### src/rtl/sdlib_pkg.sv
// Shared srdy/drdy library types: default serializer geometry, beat index type,
// beat-order select constants and the serializer occupancy state.
package sdlib_pkg;

    localparam int SD_WIDTH  = 32;
    localparam int SD_NWIDTH = 8;
    localparam int SD_RATIO  = SD_WIDTH / SD_NWIDTH;
    localparam int SD_ISZ    = $clog2(SD_RATIO);

    typedef logic [SD_ISZ-1:0] sd_beat_idx_t;

    localparam bit SD_LSB_FIRST = 1'b1;
    localparam bit SD_MSB_FIRST = 1'b0;

    typedef enum logic {
        SD_W2N_EMPTY  = 1'b0,
        SD_W2N_LOADED = 1'b1
    } sd_w2n_state_e;

endpackage

### src/rtl/sd_wide2narrow.sv
// Srdy/drdy width serializer: takes one wide word and emits 1..RATIO narrow beats,
// with the beat count chosen per word by c_last_idx.
module sd_wide2narrow
    import sdlib_pkg::*;
#(
    parameter int   width     = SD_WIDTH,
    parameter int   nwidth    = SD_NWIDTH,
    parameter bit   lsb_first = SD_LSB_FIRST,
    localparam int  RATIO     = width / nwidth,
    localparam int  isz       = $clog2(RATIO)
) (
    input  logic              clk,
    input  logic              reset,
    input  logic              c_srdy,
    output logic              c_drdy,
    input  logic [width-1:0]  c_data,
    input  logic [isz-1:0]    c_last_idx,
    output logic              p_srdy,
    input  logic              p_drdy,
    output logic [nwidth-1:0] p_data,
    output logic              p_last
);

    if (RATIO < 2 || RATIO != (1 << isz) || width != nwidth * RATIO) begin : g_bad_geometry
        $error("sd_wide2narrow: width must be nwidth*RATIO with RATIO a power of 2 >= 2");
    end

    localparam logic [isz-1:0] MAX_IDX = isz'(RATIO - 1);

    sd_w2n_state_e    state_q, state_d;
    logic [width-1:0] hold_q,  hold_d;
    logic [isz-1:0]   last_q,  last_d;
    logic [isz-1:0]   cnt_q,   cnt_d;

    logic             valid;
    logic [isz-1:0]   beat_sel;
    logic             c_load;
    logic             p_xfer;

    always_comb begin
        valid    = (state_q == SD_W2N_LOADED);
        beat_sel = lsb_first ? cnt_q : (MAX_IDX - cnt_q);
        p_srdy   = valid;
        p_data   = hold_q[int'(beat_sel) * nwidth +: nwidth];
        p_last   = valid && (cnt_q == last_q);
        // p_drdy -> c_drdy is the only combinational path through the block.
        c_drdy   = !valid || (p_drdy && p_last);
        c_load   = c_srdy && c_drdy;
        p_xfer   = p_srdy && p_drdy;
    end

    always_comb begin
        state_d = state_q;
        hold_d  = hold_q;
        last_d  = last_q;
        cnt_d   = cnt_q;
        if (p_xfer) begin
            if (p_last) begin
                state_d = SD_W2N_EMPTY;
                cnt_d   = '0;
            end else begin
                cnt_d = cnt_q + 1'b1;
            end
        end
        // A load overrides the retire of a finishing word, giving back-to-back words.
        if (c_load) begin
            state_d = SD_W2N_LOADED;
            hold_d  = c_data;
            last_d  = c_last_idx;
            cnt_d   = '0;
        end
    end

    always_ff @(posedge clk) begin
        if (reset) begin
            state_q <= SD_W2N_EMPTY;
            hold_q  <= '0;
            last_q  <= '0;
            cnt_q   <= '0;
        end else begin
            state_q <= state_d;
            hold_q  <= hold_d;
            last_q  <= last_d;
            cnt_q   <= cnt_d;
        end
    end

endmodule

### config.mk
export PLATFORM = sky130hd
export DESIGN_NAME = sd_wide2narrow
export DESIGN_NICKNAME = d
export VERILOG_FILES = /design/src/rtl/sdlib_pkg.sv /design/src/rtl/sd_wide2narrow.sv
export SDC_FILE = /design/constraint.sdc
export NUM_CORES = 1
export LEC_CHECK = 0
export ABC_AREA = 0
export BUFFER_PORTS_ARGS = -buffer_cell sky130_fd_sc_hd__clkbuf_2
export CORE_ASPECT_RATIO = 0.7
export CORE_UTILIZATION = 45
export CTS_BUF_LIST = sky130_fd_sc_hd__clkbuf_16
export CTS_CLUSTER_DIAMETER = 80
export CTS_CLUSTER_SIZE = 16
export DETAILED_ROUTE_END_ITERATION = 8
export PLACE_DENSITY_LB_ADDON = 0.08
export SLEW_MARGIN = 40
export SYNTH_ARGS = -nofsm -noshare
export SYNTH_HDL_FRONTEND = slang
export SYNTH_SLANG_ARGS = --single-unit
### constraint.sdc
create_clock -name clk -period 3.75 [get_ports clk]
set_clock_uncertainty 0.1 [all_clocks]
set_input_delay 0.1875 -clock clk [delete_from_list [all_inputs] [get_ports clk]]
set_output_delay 0.1875 -clock clk [all_outputs]
set_load 0.01 [all_outputs]
### Word-level counts from Yosys, hierarchy flattened

Cells that the tools add are included.

* register bits: 37
* bits of input ports: 38
* output and inout port bits: 11
* logic and storage cells: 21

* add/subtract/negate cells: 1
* equal/unequal tests: 1
* shift-type cells: 1
* muxes and demuxes: 4
* reduce and logical (&&, ||, !) cells: 10

Operators with widths (number)
* 32-bit by 6-bit indexed part select with 8-bit output: 1
* 1-bit logical AND: 4
* 2-bit nonzero test: 2
* 1-bit 2-to-1 mux: 3
* 2-bit by 1-bit adder with 2-bit output (second input constant): 1
* 2-bit equality test: 1
* 2-bit 2-to-1 mux: 1
* 2-bit AND reduction: 1
* 2-bit OR reduction: 1
* 1-bit zero test: 1
* 1-bit logical OR: 1

### Depth between registers and ports, before layout

Gate-level depths: netlist of the first run.

* word-level depth: 7
* mapped depth: 6
* gate-level depth less buffers: 3

### Worst setup path before layout of the first run

OpenSTA, ideal clock, no wires.

* kind: register to register
* start point: register cnt_q[0], in the netlist beat_sel[0]
* end point: register hold_q[10]
* library setup time: 0.119 ns
* data arrival time: 1.333 ns
* data required time: 3.531 ns
* path slack: 2.198 ns
* cell stages (with the launch flop): 7
* buffers on the path: 3
* period minus slack after synthesis: 1.552 ns
* path through: dfxtp_1 buf_6 xor2_1 o32a_1 buf_6 buf_8 mux2i_1

* longest elaborated chain between the ends: 5

Ends and longest elaborated chain
* start: declaration: line sd_wide2narrow.sv:33 `logic [isz-1:0] cnt_q, cnt_d;`
* start signal: assignment: line sd_wide2narrow.sv:84 `cnt_q <= cnt_d;`
* 2-bit equality test: line sd_wide2narrow.sv:45 `p_last = valid && (cnt_q == last_q);`
* 1-bit logical AND: line sd_wide2narrow.sv:45
* 1-bit logical AND: line sd_wide2narrow.sv:47 `c_drdy = !valid || (p_drdy && p_last);`
* 1-bit logical OR: line sd_wide2narrow.sv:47
* 1-bit logical AND: line sd_wide2narrow.sv:48 `c_load = c_srdy && c_drdy;`
* end signal: assignment: line sd_wide2narrow.sv:82 `hold_q <= hold_d;`
* end: declaration: line sd_wide2narrow.sv:31 `logic [width-1:0] hold_q, hold_d;`

No other way between the ends.
A chain may end at the register's enable or synchronous reset.

### Final worst setup path of the first run

* start point: register cnt_q[1], in the netlist beat_sel[1]
* end point: register hold_q[22]

The elaborated chain is that of the path after synthesis.

==> results.py, run 1 <==
metrics = {
    "detailed_routing": {
        "drtPass1Iterations": 4,
        "wire_per_inst_um": 12.5,
        "vias": 1342,
        "avgViaCountPerCell": 4.86,
        "ant_nets": 0,
        "drt-total-wl_mm": 3.44,
        "drtIter0Drc": 47,
        "drc": 0,
    },
    "yosys": {
        "synth_most_common_cell": "nand2_1",
        "synth_edf_count": 0,
        "yosysSeqAreaShare_pct": 41.9,
        "avgSynthCellArea_um2": 9.71,
        "synth_fp_nets": 220,
        "ys_warn_count": 0,
        "ys.flop_type": "dfxtp_1",
        "synth_area_um2": 1770,
        "netlist_top_cells_count": "nand2_1 (70), dfxtp_1 (37), mux2i_1 (34)",
        "synth_area_leaders": "dfxtp_1 (42%), mux2i_1 (19%), nand2_1 (15%)",
        "yosysTopAreaCellShare_pct": 41.9,
        "ys_async_sr_fraction_pct": 0,
        "synth_cell_type_count": 23,
        "syn_inst": 182,
        "yosys.area.top_type": "dfxtp_1",
        "ys_ff_latch": 37,
    },
    "floorplanning": {
        "num_rows": 18,
        "die_area_um2": 4190,
        "die_x_um": 76.9,
        "fp.coreArea_um2": 3650,
        "ios": 49,
        "initial_utilization_pct": 48.5,
        "die_h_um": 54.4,
    },
    "place": {
        "place_ws_ns": 1.59,
        "gp_congestion": 0.750,
        "hpwl_mm": 2.42,
        "port_buffers": 48,
        "dp_cells": 267,
        "placedInstanceArea_um2": 1980,
    },
    "global_route": {
        "grt_max_degree": 70,
        "overflow": 0,
        "grt_pass1_vias": 1265,
        "antenna_found_initial": 0,
        "grtUsageTotal_pct": 17.3,
        "grt_pass1_wl_mm": 5.41,
    },
    "layout": {
        "post-route-util_pct": 58.3,
        "final_nets": 263,
        "final_cell_area_um2": 2130,
        "syn_to_final_growth_pct": 20.2,
        "instances_no_fill": 276,
        "antenna_cells": 0,
        "layout-drive-gt1-share_pct": 27.4,
        "nFillCells": 343,
    },
    "critical_path": {
        "endpoint_kind": "register",
        "reg2regPathDepth": 3,
        "worstPathRequired_ns": 3.85,
        "cp_max_fo": 35,
        "startpoint": "beat_sel[1]",
        "r2r-end": "hold_q[22]",
        "cp-start-kind": "register",
        "crit_cells": 3,
        "crit_arrival_ns": 2.22,
        "criticalPathCategory": "reg2reg",
        "cpMaxStageDelayCell": "dfxtp_1",
        "rrSetupSlack_ns": 1.63,
        "crit_end": "hold_q[22]",
        "path_cells": "xor2_1 -> o32a_4 -> mux2i_1",
        "cp_top_family": "flip-flops",
        "reg2reg_from": "beat_sel[1]",
        "cpPeakStageDelay_ns": 0.69,
        "critPathBufInv": 0,
    },
    "timing": {
        "min_period_over_period_pct": 56.5,
        "period_needed_ns": 2.12,
        "whs_ns": 0.0263,
        "slew_headroom_pct": 56.2,
        "hold_viol": 0,
        "final-setup-viol-count": 0,
        "setup_ws_ns": 1.63,
        "fmax_ghz": 0.472,
        "setup_tns_ns": 0,
        "final_max_slew_viol_count": 0,
        "worstMarginPinSlew_ns": 0.656,
        "rsz0062_at_grt": "false",
    },
    "clock_network": {
        "cts_root_buffer": "clkbuf_16",
        "postCtsSetupBuffers": 0,
        "htreeDepth": 2,
        "cts_made_buffers": 5,
        "clkLatencyLatePin_ns": 0.28,
        "clk_pin_slew_ns": 0.05,
        "cts_tree": "yes",
        "cts.sinks": 37,
        "cts_buffer_depth": 2,
    },
    "hold_path": {
        "hold_class": "in2reg",
    },
    "outcome": {
        "status": "completed",
    },
    "power": {
        "power.static_leakage_nw": 1.03,
        "powerDensity_nw_per_um2": 464,
        "total_power_mw": 0.987,
        "ir_drop_mv": 0.220,
    },
    "job": {
        "drv_cap": 0,
    },
}
registers in the layout (all words and copies together) (netlist names):
| name | flops |
|---|---|
| beat_sel | 2 |
| last_q | 2 |
| hold_q | 32 |
| p_srdy | 1 |
metal layers:
layer / GRT usage [%] / vias to the layer above / wire length [um] / part of all wire, %
met2: 30.8 / 27 / 1610 / 47
met1: 19.6 / 611 / 1630 / 47
li1: - / 701 / - / -
met3: 5.67 / 3 / 175 / 5.1
met5: 0 / - / 0 / 0
met4: 8.01 / 0 / 27 / 0.78
tightest hold or removal path, cell delays in order:
cell and delay [ns]:
clkbuf_2 0.08, nand2_1 0.04, mux2i_1 0.05
report_power, final:
group | switching (mW) | total [mW] | internal (mW)
clock | 0.151 | 0.391 | 0.240
sequential | 0.0225 | 0.450 | 0.427
combinational | 0.0712 | 0.146 | 0.0749
total | 0.245 | 0.987 | 0.742
cell usage in the layout (no fill, tap or decap), types with 2 or more instances in the layout:
cell type	n
clkinv_1	3
clkbuf_16	5
xor2_1	2
inv_1	4
mux4_1	2
dfxtp_1	37
mux4_2	6
clkbuf_2	48
a21oi_1	3
nand2_1	70
mux2i_1	34
worst min-delay path by stage:
stage	startpoint	end	slack, ns	cells past startpoint
2_1_floorplan	reset	p_srdy	0.16	1
3_3_place_gp	reset	p_srdy	0.28	2
3_5_place_dp	reset	p_srdy	0.29	2
4_1_cts	c_data[28]	hold_q[28]	0.02	3
5_1_grt	c_data[30]	hold_q[30]	0.03	3
6_report	c_data[28]	hold_q[28]	0.03	3
final cells by class:
| type | instances | area [um2] | share of cell area, % |
|---|---|---|---|
| Multi-Input combinational cell | 126 | 908 | 42.7 |
| Clock inverter | 3 | 12.5 | 0.589 |
| Timing Repair Buffer | 50 | 258 | 12.1 |
| Tap cell | 50 | 62.6 | 2.94 |
| Sequential cell | 37 | 741 | 34.8 |
| Clock buffer | 5 | 125 | 5.89 |
| Inverter | 5 | 18.8 | 0.883 |
repair_timing:
item                      in CTS  in global routing
resized for setup              0                  0
hold endpoints to repair       2                  0
hold buffers                   1                  0
logic make-up after synthesis:
| kind of cell | after synthesis | synth area share (%) |
|---|---|---|
| flops | 37 | 41.9 |
| buf+inv | 19 | 7.43 |
| mux | 42 | 29.9 |
| xor+xnor | 2 | 0.991 |
| compound gates | 9 | 3.89 |
| simple gates | 73 | 15.9 |
Note: power is estimated with default switching activity, not from simulation.
==> run 2: changes to the inputs <==
- clock period: 3.75 -> 2 ns (I/O delays scaled with it)
==> results.py, run 2 (synthesis gave the netlist of run 1 again) <==
metrics = {
    "timing": {
        "slew_headroom_pct": 74.5,
        "min_period_over_period_pct": 89.3,
        "period_needed_ns": 1.79,
        "final-setup-viol-count": 0,
        "rsz0062_at_grt": "false",
        "fmax_ghz": 0.560,
        "worstMarginPinSlew_ns": 0.381,
        "setup_tns_ns": 0,
        "final_max_slew_viol_count": 0,
        "hold_viol": 0,
    },
    "critical_path": {
        "criticalPathCategory": "reg2out",
        "endpoint_kind": "output pin",
        "cpMaxStageDelayCell": "mux4_1",
        "cp_max_fo": 13,
        "reg2reg_from": "last_q[1]",
        "cp-start-kind": "register",
        "critPathBufInv": 2,
        "cpPeakStageDelay_ns": 0.59,
        "crit_end": "p_data[1]",
        "crit_arrival_ns": 1.59,
        "startpoint": "beat_sel[0]",
        "r2r-end": "hold_q[22]",
        "cp_top_family": "multiplexers",
        "worstPathRequired_ns": 1.80,
        "path_cells": "buf_4 -> mux4_1 -> clkbuf_2",
        "rrSetupSlack_ns": 0.23,
        "reg2regPathDepth": 4,
        "crit_cells": 3,
    },
    "place": {
        "gp_congestion": 0.684,
        "hpwl_mm": 2.55,
        "port_buffers": 48,
    },
    "clock_network": {
        "cts_buffer_depth": 2,
        "cts_tree": "yes",
        "cts_root_buffer": "clkbuf_16",
        "clkLatencyLatePin_ns": 0.27,
        "clk_pin_slew_ns": 0.05,
        "cts_made_buffers": 5,
        "htreeDepth": 2,
        "cts.sinks": 37,
    },
    "global_route": {
        "grt_max_degree": 70,
        "overflow": 0,
        "grtUsageTotal_pct": 20.0,
        "grt_pass1_vias": 1386,
        "antenna_found_initial": 0,
        "grt_pass1_wl_mm": 6.19,
    },
    "layout": {
        "final_nets": 299,
        "regArea_um2": 741,
        "antenna_cells": 0,
        "syn_to_final_growth_pct": 41.5,
        "post-route-util_pct": 68.6,
        "layout-drive-gt1-share_pct": 24.4,
        "regMostFlops": "hold_q",
        "largest_reg_flops": 32,
        "final_cell_mix": "nand2_1 (70), clkbuf_2 (48), dfxtp_1 (37), mux2i_1 (34), dlygate4sd3_1 (34)",
        "multi_input_area_um2": 908,
        "final_common_cell": "nand2_1",
        "nFillCells": 308,
    },
    "detailed_routing": {
        "wire_per_inst_um": 13.1,
        "ant_nets": 0,
        "drc": 0,
        "drt-total-wl_mm": 4.09,
        "drtPass1Iterations": 4,
        "drtIter0Drc": 62,
        "vias": 1517,
        "avgViaCountPerCell": 4.86,
    },
    "outcome": {
        "status": "completed",
    },
    "hold_path": {
        "hold_class": "in2reg",
    },
    "floorplanning": {
        "die_x_um": 76.9,
        "die_area_um2": 4190,
        "fp.coreArea_um2": 3650,
        "num_rows": 18,
        "initial_utilization_pct": 48.5,
        "die_h_um": 54.4,
        "ios": 49,
    },
    "power": {
        "power.static_leakage_nw": 1.20,
        "ir_drop_mv": 0.356,
        "powerDensity_nw_per_um2": 764,
    },
    "job": {
        "drv_cap": 0,
    },
}
-- run 2: changes by cell type in the layout (fill, tap and decap cells not counted), sizes merged --
cell / before / now
dlygate4sd3: 1 / 34
inv: 4 / 7
buf: 1 / 4
clkinv: 4 / 1
-- run 2: worst min-delay path by stage --
stage	cells after the start	start	to	slack (ns)
finish	3	c_data[15]	hold_q[15]	0.01
global route	3	c_data[15]	hold_q[15]	0.01
CTS	3	c_data[15]	hold_q[15]	0.01
detailed placement	2	reset	p_srdy	0.20
global placement	2	reset	p_srdy	0.20
floorplan	1	reset	p_srdy	0.07
-- run 2: layer usage --
| layer | wire length [um] | share of wire [%] | global-route usage [%] | up-vias |
|---|---|---|---|---|
| met5 | 0 | 0 | 0 | - |
| li1 | - | - | - | 771 |
| met3 | 159 | 3.9 | 4.50 | 6 |
| met4 | 43 | 1.1 | 9.94 | 0 |
| met1 | 1760 | 43 | 21.9 | 702 |
| met2 | 2120 | 52 | 37.9 | 38 |
-- run 2: tightest hold or removal path, delay by kind of cell --
kind                   cells  cell delay, ns
and+or+nand+nor            1            0.07
muxes                      1            0.07
buffers and inverters      1            0.09
-- run 2: final cells by class --
class	instances	area share (%)
clock buffers	5	5.00
clock inverters	3	0.450
inverters	5	0.750
multi-input cells	126	36.3
flip-flops and latches	37	29.6
well taps	50	2.50
repair buffers	86	25.4
-- run 2: repair_timing --
item,4_1_cts,5_1_grt
hold endpoints to repair,35,0
endpoints found under the setup margin,0,2
resized for setup,0,1
buffers inserted,0,0
hold buffers,34,0
-- run 2: stage by stage --
stage                     cell area (um2)  setup WS, ns  hold WS, ns  cells  power (mW)
after floorplan                      1770         0.448       0.0691    182        1.07
after detailed placement             2010         0.150        0.196    270        1.15
after global placement               2010         0.289        0.198    270        1.13
after CTS                            2490         0.117       0.0111    312        1.92
after global routing                 2500         0.120       0.0134    312        1.99
final                                2500         0.214       0.0109    312        1.91
-- run 2: power by group --
part	total, mW	internal, mW	leakage [nW]	switching [mW]
Sequential	0.837	0.801	0.305	0.0367
Combinational	0.352	0.194	0.814	0.158
Clock	0.722	0.447	0.0776	0.274
Total	1.91	1.44	1.20	0.469
